--- src/rtl/uart_pkg.sv ---
// uart_pkg: shared UART receive definitions (FSM states, entry layout, length decode)
package uart_pkg;
    typedef enum logic [2:0] {
        S_IDLE, S_START, S_DATA, S_PARITY, S_STOP1, S_STOP2, S_PUSH, S_BRK
    } state_t;
    localparam int ENTRY_W = 10;
    localparam int E_PERR  = 8;
    localparam int E_FERR  = 9;
    function automatic logic [3:0] char_bits(input logic [1:0] len);
        return {2'b00, len} + 4'd5;
    endfunction
endpackage

--- src/rtl/uart_rx_fifo.sv ---
// uart_rx_fifo: synchronous show-ahead FIFO with guarded push/pop and occupancy count
module uart_rx_fifo #(
    parameter int W     = 10,
    parameter int DEPTH = 8,
    parameter int CNT_W = 4
) (
    input  logic             clk,
    input  logic             rst,
    input  logic             push,
    input  logic             pop,
    input  logic [W-1:0]     din,
    output logic [W-1:0]     dout,
    output logic             full,
    output logic             empty,
    output logic [CNT_W-1:0] count
);
    localparam int AW = $clog2(DEPTH);
    logic [W-1:0]  mem [DEPTH];
    logic [AW-1:0] wp, rp;
    logic          do_push, do_pop;
    assign empty   = count == '0;
    assign full    = count == CNT_W'(DEPTH);
    assign do_pop  = pop & ~empty;
    assign do_push = push & (~full | do_pop);
    assign dout    = mem[rp];
    // storage needs no reset; the head is only meaningful while non-empty
    always_ff @(posedge clk) begin
        if (do_push) mem[wp] <= din;
    end
    // pointers wrap naturally because DEPTH is a power of two
    always_ff @(posedge clk or negedge rst) begin
        if (!rst) begin
            wp    <= '0;
            rp    <= '0;
            count <= '0;
        end else begin
            if (do_push) wp <= wp + AW'(1);
            if (do_pop)  rp <= rp + AW'(1);
            count <= count + CNT_W'(do_push) - CNT_W'(do_pop);
        end
    end
endmodule

--- src/rtl/uart_rx_engine_fifo.sv ---
// uart_rx_engine_fifo: oversampling UART receiver feeding a show-ahead FIFO; UART_RX_BREAK_DET_EN enables break detection
module uart_rx_engine_fifo
    import uart_pkg::*;
#(
    parameter int K_W        = 19,
    parameter int FIFO_DEPTH = 8,
    parameter int CNT_W      = 4
) (
    input  logic             clk,
    input  logic             rst,
    input  logic             rx,
    input  logic [K_W-1:0]   k,
    input  logic [1:0]       char_len,
    input  logic             p_en,
    input  logic             ohel,
    input  logic             two_stop,
    input  logic             read,
    input  logic             clr_ovf,
    output logic             rx_rdy,
    output logic [7:0]       data_out,
    output logic             parity_err,
    output logic             frame_err,
    output logic             overflow,
    output logic             brk,
    output logic [CNT_W-1:0] fifo_count
);
    state_t             state, nxt;
    logic               s1, s2, prev;
    logic [K_W-1:0]     cnt;
    logic               btu, half, cnt_clr, start_ok, push, is_brk, full, empty;
    logic [7:0]         data;
    logic [3:0]         idx, nbits;
    logic               pen, odd, two, perr, ferr;
    logic [ENTRY_W-1:0] head;
    assign btu      = cnt == k;
    assign half     = cnt == (k >> 1);
    assign start_ok = state == S_START && half && !s2;
    // two-flop synchroniser plus history flop, idle-high after reset
    always_ff @(posedge clk or negedge rst) begin
        if (!rst) {s1, s2, prev} <= 3'b111;
        else {s1, s2, prev} <= {rx, s1, s2};
    end
    // state register
    always_ff @(posedge clk or negedge rst) begin
        if (!rst) state <= S_IDLE;
        else state <= nxt;
    end
    // next-state logic; all post-start samples land on btu, i.e. mid-bit
    always_comb begin
        nxt = state;
        case (state)
            S_IDLE:   nxt = (prev && !s2) ? S_START : S_IDLE;
            S_START:  nxt = half ? (s2 ? S_IDLE : S_DATA) : S_START;
            S_DATA:   nxt = (btu && idx == nbits - 4'd1) ? (pen ? S_PARITY : S_STOP1) : S_DATA;
            S_PARITY: nxt = btu ? S_STOP1 : S_PARITY;
            S_STOP1:  nxt = btu ? (is_brk ? S_BRK : two ? S_STOP2 : S_PUSH) : S_STOP1;
            S_STOP2:  nxt = btu ? S_PUSH : S_STOP2;
            S_PUSH:   nxt = S_IDLE;
            S_BRK:    nxt = s2 ? S_IDLE : S_BRK;
            default:  nxt = S_IDLE;
        endcase
    end
    // FSM outputs: FIFO write strobe and bit-counter restart
    always_comb begin
        push    = state == S_PUSH;
        cnt_clr = state == S_IDLE || (state == S_START && half);
    end
    // bit-time counter 0..k, restarted at idle and at the validated start midpoint
    always_ff @(posedge clk or negedge rst) begin
        if (!rst) cnt <= '0;
        else cnt <= (cnt_clr || btu) ? '0 : cnt + K_W'(1);
    end
    // frame datapath: config latched at start, bits assembled LSB first, errors accumulated
    always_ff @(posedge clk or negedge rst) begin
        if (!rst) begin
            {data, idx, nbits, pen, odd, two, perr, ferr} <= '0;
        end else if (start_ok) begin
            {data, idx, perr, ferr} <= '0;
            {nbits, pen, odd, two}  <= {char_bits(char_len), p_en, ohel, two_stop};
        end else if (btu) begin
            if (state == S_DATA) begin
                data[idx[2:0]] <= s2;
                idx            <= idx + 4'd1;
            end
            if (state == S_PARITY) perr <= ^data ^ s2 ^ odd;
            if (state == S_STOP1)  ferr <= !s2;
            if (state == S_STOP2)  ferr <= ferr | !s2;
        end
    end
`ifdef UART_RX_BREAK_DET_EN
    logic pbit;
    assign is_brk = data == '0 && !pbit && !s2;
    // received parity bit, kept so an all-zero frame including parity can be seen as a break
    always_ff @(posedge clk or negedge rst) begin
        if (!rst) pbit <= 1'b0;
        else if (start_ok) pbit <= 1'b0;
        else if (btu && state == S_PARITY) pbit <= s2;
    end
    // sticky break flag, cleared by read or clr_ovf; a new break wins
    always_ff @(posedge clk or negedge rst) begin
        if (!rst) brk <= 1'b0;
        else brk <= (brk && !(read || clr_ovf)) || (state == S_STOP1 && btu && is_brk);
    end
`else
    assign is_brk = 1'b0;
    assign brk    = 1'b0;
`endif
    // sticky overflow: a push against a full FIFO not relieved by a same-cycle pop
    always_ff @(posedge clk or negedge rst) begin
        if (!rst) overflow <= 1'b0;
        else overflow <= (overflow && !clr_ovf) || (push && full && !read);
    end
    uart_rx_fifo #(.W(ENTRY_W), .DEPTH(FIFO_DEPTH), .CNT_W(CNT_W)) u_fifo (
        .clk   (clk),
        .rst   (rst),
        .push  (push),
        .pop   (read),
        .din   ({ferr, perr, data}),
        .dout  (head),
        .full  (full),
        .empty (empty),
        .count (fifo_count)
    );
    assign rx_rdy     = !empty;
    assign data_out   = rx_rdy ? head[7:0] : 8'h00;
    assign parity_err = rx_rdy && head[E_PERR];
    assign frame_err  = rx_rdy && head[E_FERR];
endmodule

--- config.mk ---
export PLATFORM = sky130hd
export DESIGN_NAME = uart_rx_engine_fifo
export DESIGN_NICKNAME = d
export VERILOG_FILES = /design/src/rtl/uart_pkg.sv /design/src/rtl/uart_rx_fifo.sv /design/src/rtl/uart_rx_engine_fifo.sv
export SDC_FILE = /design/constraint.sdc
export NUM_CORES = 1
export LEC_CHECK = 0
export CAP_MARGIN = 40
export CORE_UTILIZATION = 40
export DETAILED_ROUTE_END_ITERATION = 16
export GPL_TIMING_DRIVEN = 1
export SLEW_MARGIN = 20
export SYNTH_ARGS = -nofsm -noshare
export SYNTH_HDL_FRONTEND = slang
export SYNTH_SLANG_ARGS = --single-unit
export TNS_END_PERCENT = 50
--- constraint.sdc ---
create_clock -name clk -period 2.99 [get_ports clk]
set_input_delay 0.897 -clock clk [delete_from_list [all_inputs] [get_ports clk]]
set_output_delay 0.897 -clock clk [all_outputs]
set_load 0.05 [all_outputs]
## Word-level counts from Yosys, hierarchy flattened

Memories as Yosys holds them, arrays and structs flattened.
Index checks and enable logic that the tools add are counted.

| word-level totals | value |
|---|---|
| register bits | 57 |
| RAM bits | 80 |
| input bits | 29 |
| word-level logic and storage cells | 105 |
| memories | 1 |

Memories:

| memory | words | width | rd ports | clocked after memory_dff | write ports | line | text |
|---|---|---|---|---|---|---|---|
| u_fifo.mem | 8 | 10 | 1 | 0 | 1 | uart_rx_fifo.sv:18 | `logic [W-1:0] mem [DEPTH];` |

| operators by class | value |
|---|---|
| $add $sub $neg | 8 |
| $lt $le $gt $ge | 2 |
| equal/unequal tests | 11 |
| muxes and demuxes | 31 |
| bitwise gates (word level) | 8 |
| reduce and logical (&&, ||, !) cells | 27 |

Operators with widths:

| kind | count |
|---|---|
| $mux 8 | 4 |
| $pmux 3 s8 | 1 |
| $add 19x1->19 const B | 1 |
| $eq 19x18->1 | 1 |
| $eq 19x19->1 | 1 |
| $mux 19 | 1 |
| $eq 3x3->1 const B | 4 |
| $mux 3 | 4 |
| $mux 4 | 3 |
| $mux 1 | 11 |
| $logic_and 1x1->1 | 10 |
| $mux 2 | 5 |
| $bwmux 8 | 1 |
| $reduce_xor 8->1 | 1 |
| $add 3x1->3 const B | 2 |
| $eq 3x2->1 const B | 2 |
| $reduce_and 2->1 | 3 |
| $reduce_bool 2->1 | 3 |
| $add 2x3->4 const B | 1 |
| $add 4x1->4 | 1 |
| $add 4x1->4 const B | 1 |
| $eq 4x4->1 | 1 |
| $eq 4x4->1 const B | 1 |
| $logic_not 1->1 | 4 |
| other kinds (14) | 20 |

## Depth between registers and ports, before layout

| logic depth | value |
|---|---|
| depth in word-level cells | 8 |
| gate-level depth with buffers | 12 |
| depth with buffers taken out | 11 |

## By module

A second synthesis with hierarchy kept.

| second synthesis, totals | value |
|---|---|
| cells, all modules | 488 |
| area, all modules | 6730.2 um2 |

By module, submodules not included:

| module | instances | cells an instance | area an instance (um2) |
|---|---|---|---|
| uart_rx_fifo | 1 | 175 | 3693.5 |
| uart_rx_engine_fifo | 1 | 313 | 3036.7 |

## Worst setup path after synthesis

Ideal clock, no wire load.

| path | value |
|---|---|
| path type | flip-flop to flip-flop |
| from | reg u_fifo.count[2] |
| to | mem u_fifo.mem[0][0], enable pin |
| arrival | 3.029 ns |
| data required time | 2.600 ns |
| slack | -0.429 ns |
| stages on the path, launching flop included | 11 |
| cell sequence | dfrtp_1 > inv_1 > ha_1 > and2_1 > inv_1 > and2_1 > clkbuf_1 > o21ba_2 > clkbuf_1 > nand2b_1 > nor3_1 |

| between the ends | value |
|---|---|
| cells in the longest elaborated chain, start to end | 7 |
| elaborated cells on any way between the ends | 9 |
| classes of those cells | 1 x eq/ne; 2 x mux; 5 x bitwise; 1 x reduce/logical |

RTL lines:

| what | line | text |
|---|---|---|
| start: declaration | uart_rx_fifo.sv:15 | `output logic [CNT_W-1:0] count` |
| start signal: assignment | uart_rx_fifo.sv:39 | `count <= count + CNT_W'(do_push) - CNT_W'(do_pop);` |
| $logic_not 4->1 | uart_rx_fifo.sv:21 | `assign empty = count == '0;` |
| $not 1->1 | uart_rx_fifo.sv:23 | `assign do_pop = pop & ~empty;` |
| $and 1x1->1 | uart_rx_fifo.sv:23 |  |
| net u_fifo.do_pop | uart_rx_fifo.sv:20 | `logic do_push, do_pop;` |
| $or 1x1->1 | uart_rx_fifo.sv:24 | `assign do_push = push & (~full \| do_pop);` |
| $and 1x1->1 | uart_rx_fifo.sv:24 |  |
| net u_fifo.do_push | uart_rx_fifo.sv:20 |  |
| $mux 1 | uart_rx_fifo.sv:28 | `if (do_push) mem[wp] <= din;` |
| $mux 1 (implied by the code) | uart_rx_fifo.sv:28 |  |
| end: declaration | uart_rx_fifo.sv:18 |  |

The timed path passes the listed nets, and every way through them passes these cells.

## Worst setup path after layout

| path | value |
|---|---|
| from | reg u_fifo.rp[0] |
| to | out data_out[6] |

| between the ends | value |
|---|---|
| cells in the longest elaborated chain, start to end | 2 |

RTL lines:

| what | line | text |
|---|---|---|
| start: declaration | uart_rx_fifo.sv:19 | `logic [AW-1:0] wp, rp;` |
| start signal: assignment | uart_rx_fifo.sv:38 | `if (do_pop) rp <= rp + AW'(1);` |
| $mem_v2 8x10 | n/a |  |
| $mux 8 | uart_rx_engine_fifo.sv:125 | `assign data_out = rx_rdy ? head[7:0] : 8'h00;` |
| end: declaration | uart_rx_engine_fifo.sv:20 | `output logic [7:0] data_out,` |

No other way between the ends.

==> results.py <==
metrics = {
    "critical_path": {
        "required_ps": 2090,
        "startpoint_type": "flop",
        "end_kind": "primary output",
        "rr_worst_depth": 11,
        "cp.arrival_ps": 2020,
        "max_stage_delay_ps": 500,
        "r2r_setup_slack_ps": 440,
        "crit_slowest_cell": "mux4_2",
        "critical_path.top_delay_family": "multiplexers",
        "worstSetupPathType": "flop to primary output",
        "crit-reg2reg-capture": "u_fifo.count[2]$_DFF_PN0_",
        "critPathMaxFanout": 5,
        "path_buf_inv": 2,
        "path_cells": "clkbuf_16, mux4_2, mux2i_1, nor2_1, buf_4",
        "regToRegStartpoint": "u_fifo.count[2]$_DFF_PN0_",
        "critPathLaunch": "u_fifo.rp[0]$_DFFE_PN0P_",
    },
    "die": {
        "die_h_um": 129,
        "die_x_um": 129,
        "dieArea_um2": 16800,
        "row_count": 46,
        "coreArea_um2": 15900,
        "start_util_pct": 40.9,
        "ioPinCount": 46,
    },
    "grt": {
        "grt_pass1_wl_um": 21400,
        "antenna_found_initial": 0,
        "grt_pass1_vias": 4174,
        "grtUsageTotal_pct": 17.3,
        "grt_start_max_net_pins": 30,
        "overflow": 0,
    },
    "cts": {
        "clk_pin_slew_ps": 60,
        "cts_buffer_depth": 2,
        "insertion_delay_ps": 420,
        "h-tree-depth": 4,
        "numCtsBuffers": 17,
        "cts-root-buf": "clkbuf_16",
        "cts.sink_count": 137,
        "cts_tree": "done",
        "cts_hold_buf": 0,
    },
    "logic_synthesis": {
        "yosysSeqAreaShare_pct": 59.0,
        "syn_inst": 484,
        "yosys.area.top_type_share_pct": 37.0,
        "ys_warn_count": 0,
        "yosys-top-cells-area": "edfxtp_1 (37%), dfrtp_1 (21%), mux4_2 (6.9%)",
        "synth_area_um2": 6500,
        "yosys.area.top_type": "edfxtp_1",
        "synth-seq-cells": 137,
        "async_flop_share_pct": 41.6,
        "synth_top_flop_cell": "edfxtp_1",
        "synth_nets": 526,
        "synth_cell_types": 54,
        "postSynthAreaPerCell_um2": 13.4,
        "synth_edf_count": 80,
    },
    "finish": {
        "final_nets": 600,
        "mostFrequentLayoutCells": "edfxtp_1 (80), dfrtp_1 (52), nor2_1 (39)",
        "seqCellArea_um2": 3830,
        "final_common_cell": "edfxtp_1",
        "multi_input_area_um2": 2510,
        "drive_gt1_share_pct": 23.5,
        "diodes": 0,
        "final_core_util_pct": 50.6,
        "area_growth_pct": 23.8,
        "num-fill-cells": 1402,
    },
    "job": {
        "drv_cap": 0,
    },
    "routing": {
        "route.vias.total": 3914,
        "wl_met1_um": 5950,
        "drtIter0Drc": 254,
        "dr_wl_met3_um": 342,
        "drtPass1Iterations": 4,
        "wl_per_cell_um": 16.9,
        "wl_met2_um": 6780,
        "vias_per_cell": 4.97,
        "drcViolationCount": 0,
        "routed.top_layer": "met4",
        "ant_nets": 0,
        "totalWireLength_um": 13300,
    },
    "placement": {
        "dpl.hpwl_um": 9060,
        "gp_congestion": 0.834,
        "port_buffers": 44,
    },
    "run_status": {
        "status": "completed",
    },
    "sta": {
        "max_slew.worst_pin.slew_ps": 784,
        "setup_viol": 0,
        "final.min_clock_period_ps": 2920,
        "post-route-period-util_pct": 97.5,
        "finalHoldViolCount": 0,
        "fmax_ghz": 0.343,
        "setup_tns_ps": 0,
        "slew_headroom_pct": 47.8,
        "clock-skew-final_ps": 6.73,
        "drv_slew": 0,
    },
    "worst_hold_path": {
        "min_to": "s2$_DFF_PN1_",
        "min_path_type": "flop to flop",
        "min_from": "s1$_DFF_PN1_",
        "holdPathStages": 0,
    },
    "power": {
        "cellPowerDensity_nw_per_um2": 761,
        "p_leak_nw": 3.16,
        "ir_drop_mv": 0.426,
        "power.total_mw": 6.13,
    },
}
[synth_stat cells (all sizes together) (8+ instances only)]
cell type  number
edfxtp         80
dfrtp          54
nor2           45
xor2           39
xnor2          38
mux4           20
nand2          19
inv            15
nand3          15
clkbuf         14
buf            12
ha             12
a21oi          11
mux2i          11
nor3           10
o21ai           9
and3            8
nand4           8
nor4            8
[flip-flops by register name (all words and copies together) (netlist names)]
| signal | flops |
|---|---|
| nbits | 4 |
| perr | 1 |
| u_fifo.wp | 3 |
| u_fifo.count | 4 |
| ferr | 1 |
| two | 1 |
| u_fifo.mem | 80 |
| u_fifo.rp | 3 |
| s1 | 1 |
| s2 | 1 |
| state | 3 |
| prev | 1 |
| odd | 1 |
| idx | 4 |
| pen | 1 |
| cnt | 19 |
| overflow | 1 |
| data | 8 |
[cell families after synthesis]
logic type,synth area share [%]
AO/OA/AOI/OAI,4.18
adder cells (fa/ha/maj),2.62
XOR/XNOR,10.5
flip-flops,59.0
other,0.0577
AND/OR/NAND/NOR,11.0
buffers and inverters,3.04
multiplexers,9.66
[worst register-to-register path: cells and delay by family (launching register included)]
kind                       cells  cell delay (ps)
and+or+nand+nor                2              650
buffers and inverters          4              320
xor gates and xnor gates       1              130
DFF                            1              400
adders and majority gates      4              940
[routing by layer]
| metal | vias to the layer above | global-route usage, % |
|---|---|---|
| met1 | 1953 | 21.1 |
| met3 | 17 | 3.80 |
| met5 | - | 0 |
| met2 | 53 | 30.0 |
| li1 | 1891 | - |
| met4 | 0 | 6.77 |
[metrics by stage]
step	setup WS, ps	instances	hold WS (ps)	instance area (um2)
final	74.7	787	361	8050
after global routing	-4.37	787	369	8050
after CTS	38.0	784	360	7970
after detailed placement	-100	752	351	7410
after global placement	-69.2	752	349	7410
after floorplan	8.29	484	345	6540
[worst max-delay path by stage]
stage | end | cells past startpoint
after CTS | data_out[7] | 5
after floorplan | u_fifo.mem[1][0]$_DFFE_PP_ | 10
after global routing | data_out[7] | 5
after detailed placement | state[0]$_DFF_PN0_ | 7
after global placement | state[0]$_DFF_PN0_ | 7
final | data_out[6] | 5
[report_power, final]
group	internal [mW]	switching, mW
Sequential	2.11	0.245
Combinational	0.814	0.990
Clock	1.10	0.869
Total	4.02	2.10
[repair_timing]
| action | in CTS | in global routing |
|---|---|---|
| setup endpoints to repair | 0 | 3 |
| gates resized for setup | 0 | 6 |
| setup buffers | 0 | 1 |
[cell type report]
cell class,count,area share [%]
inverter,15,0.700
clock buffer,18,5.33
timing repair buffer,81,10.1
tap,216,3.36
multi-input combinational,306,31.2
sequential,137,47.7
clock inverter,14,1.65
Note: power is estimated with default switching activity, not from simulation.
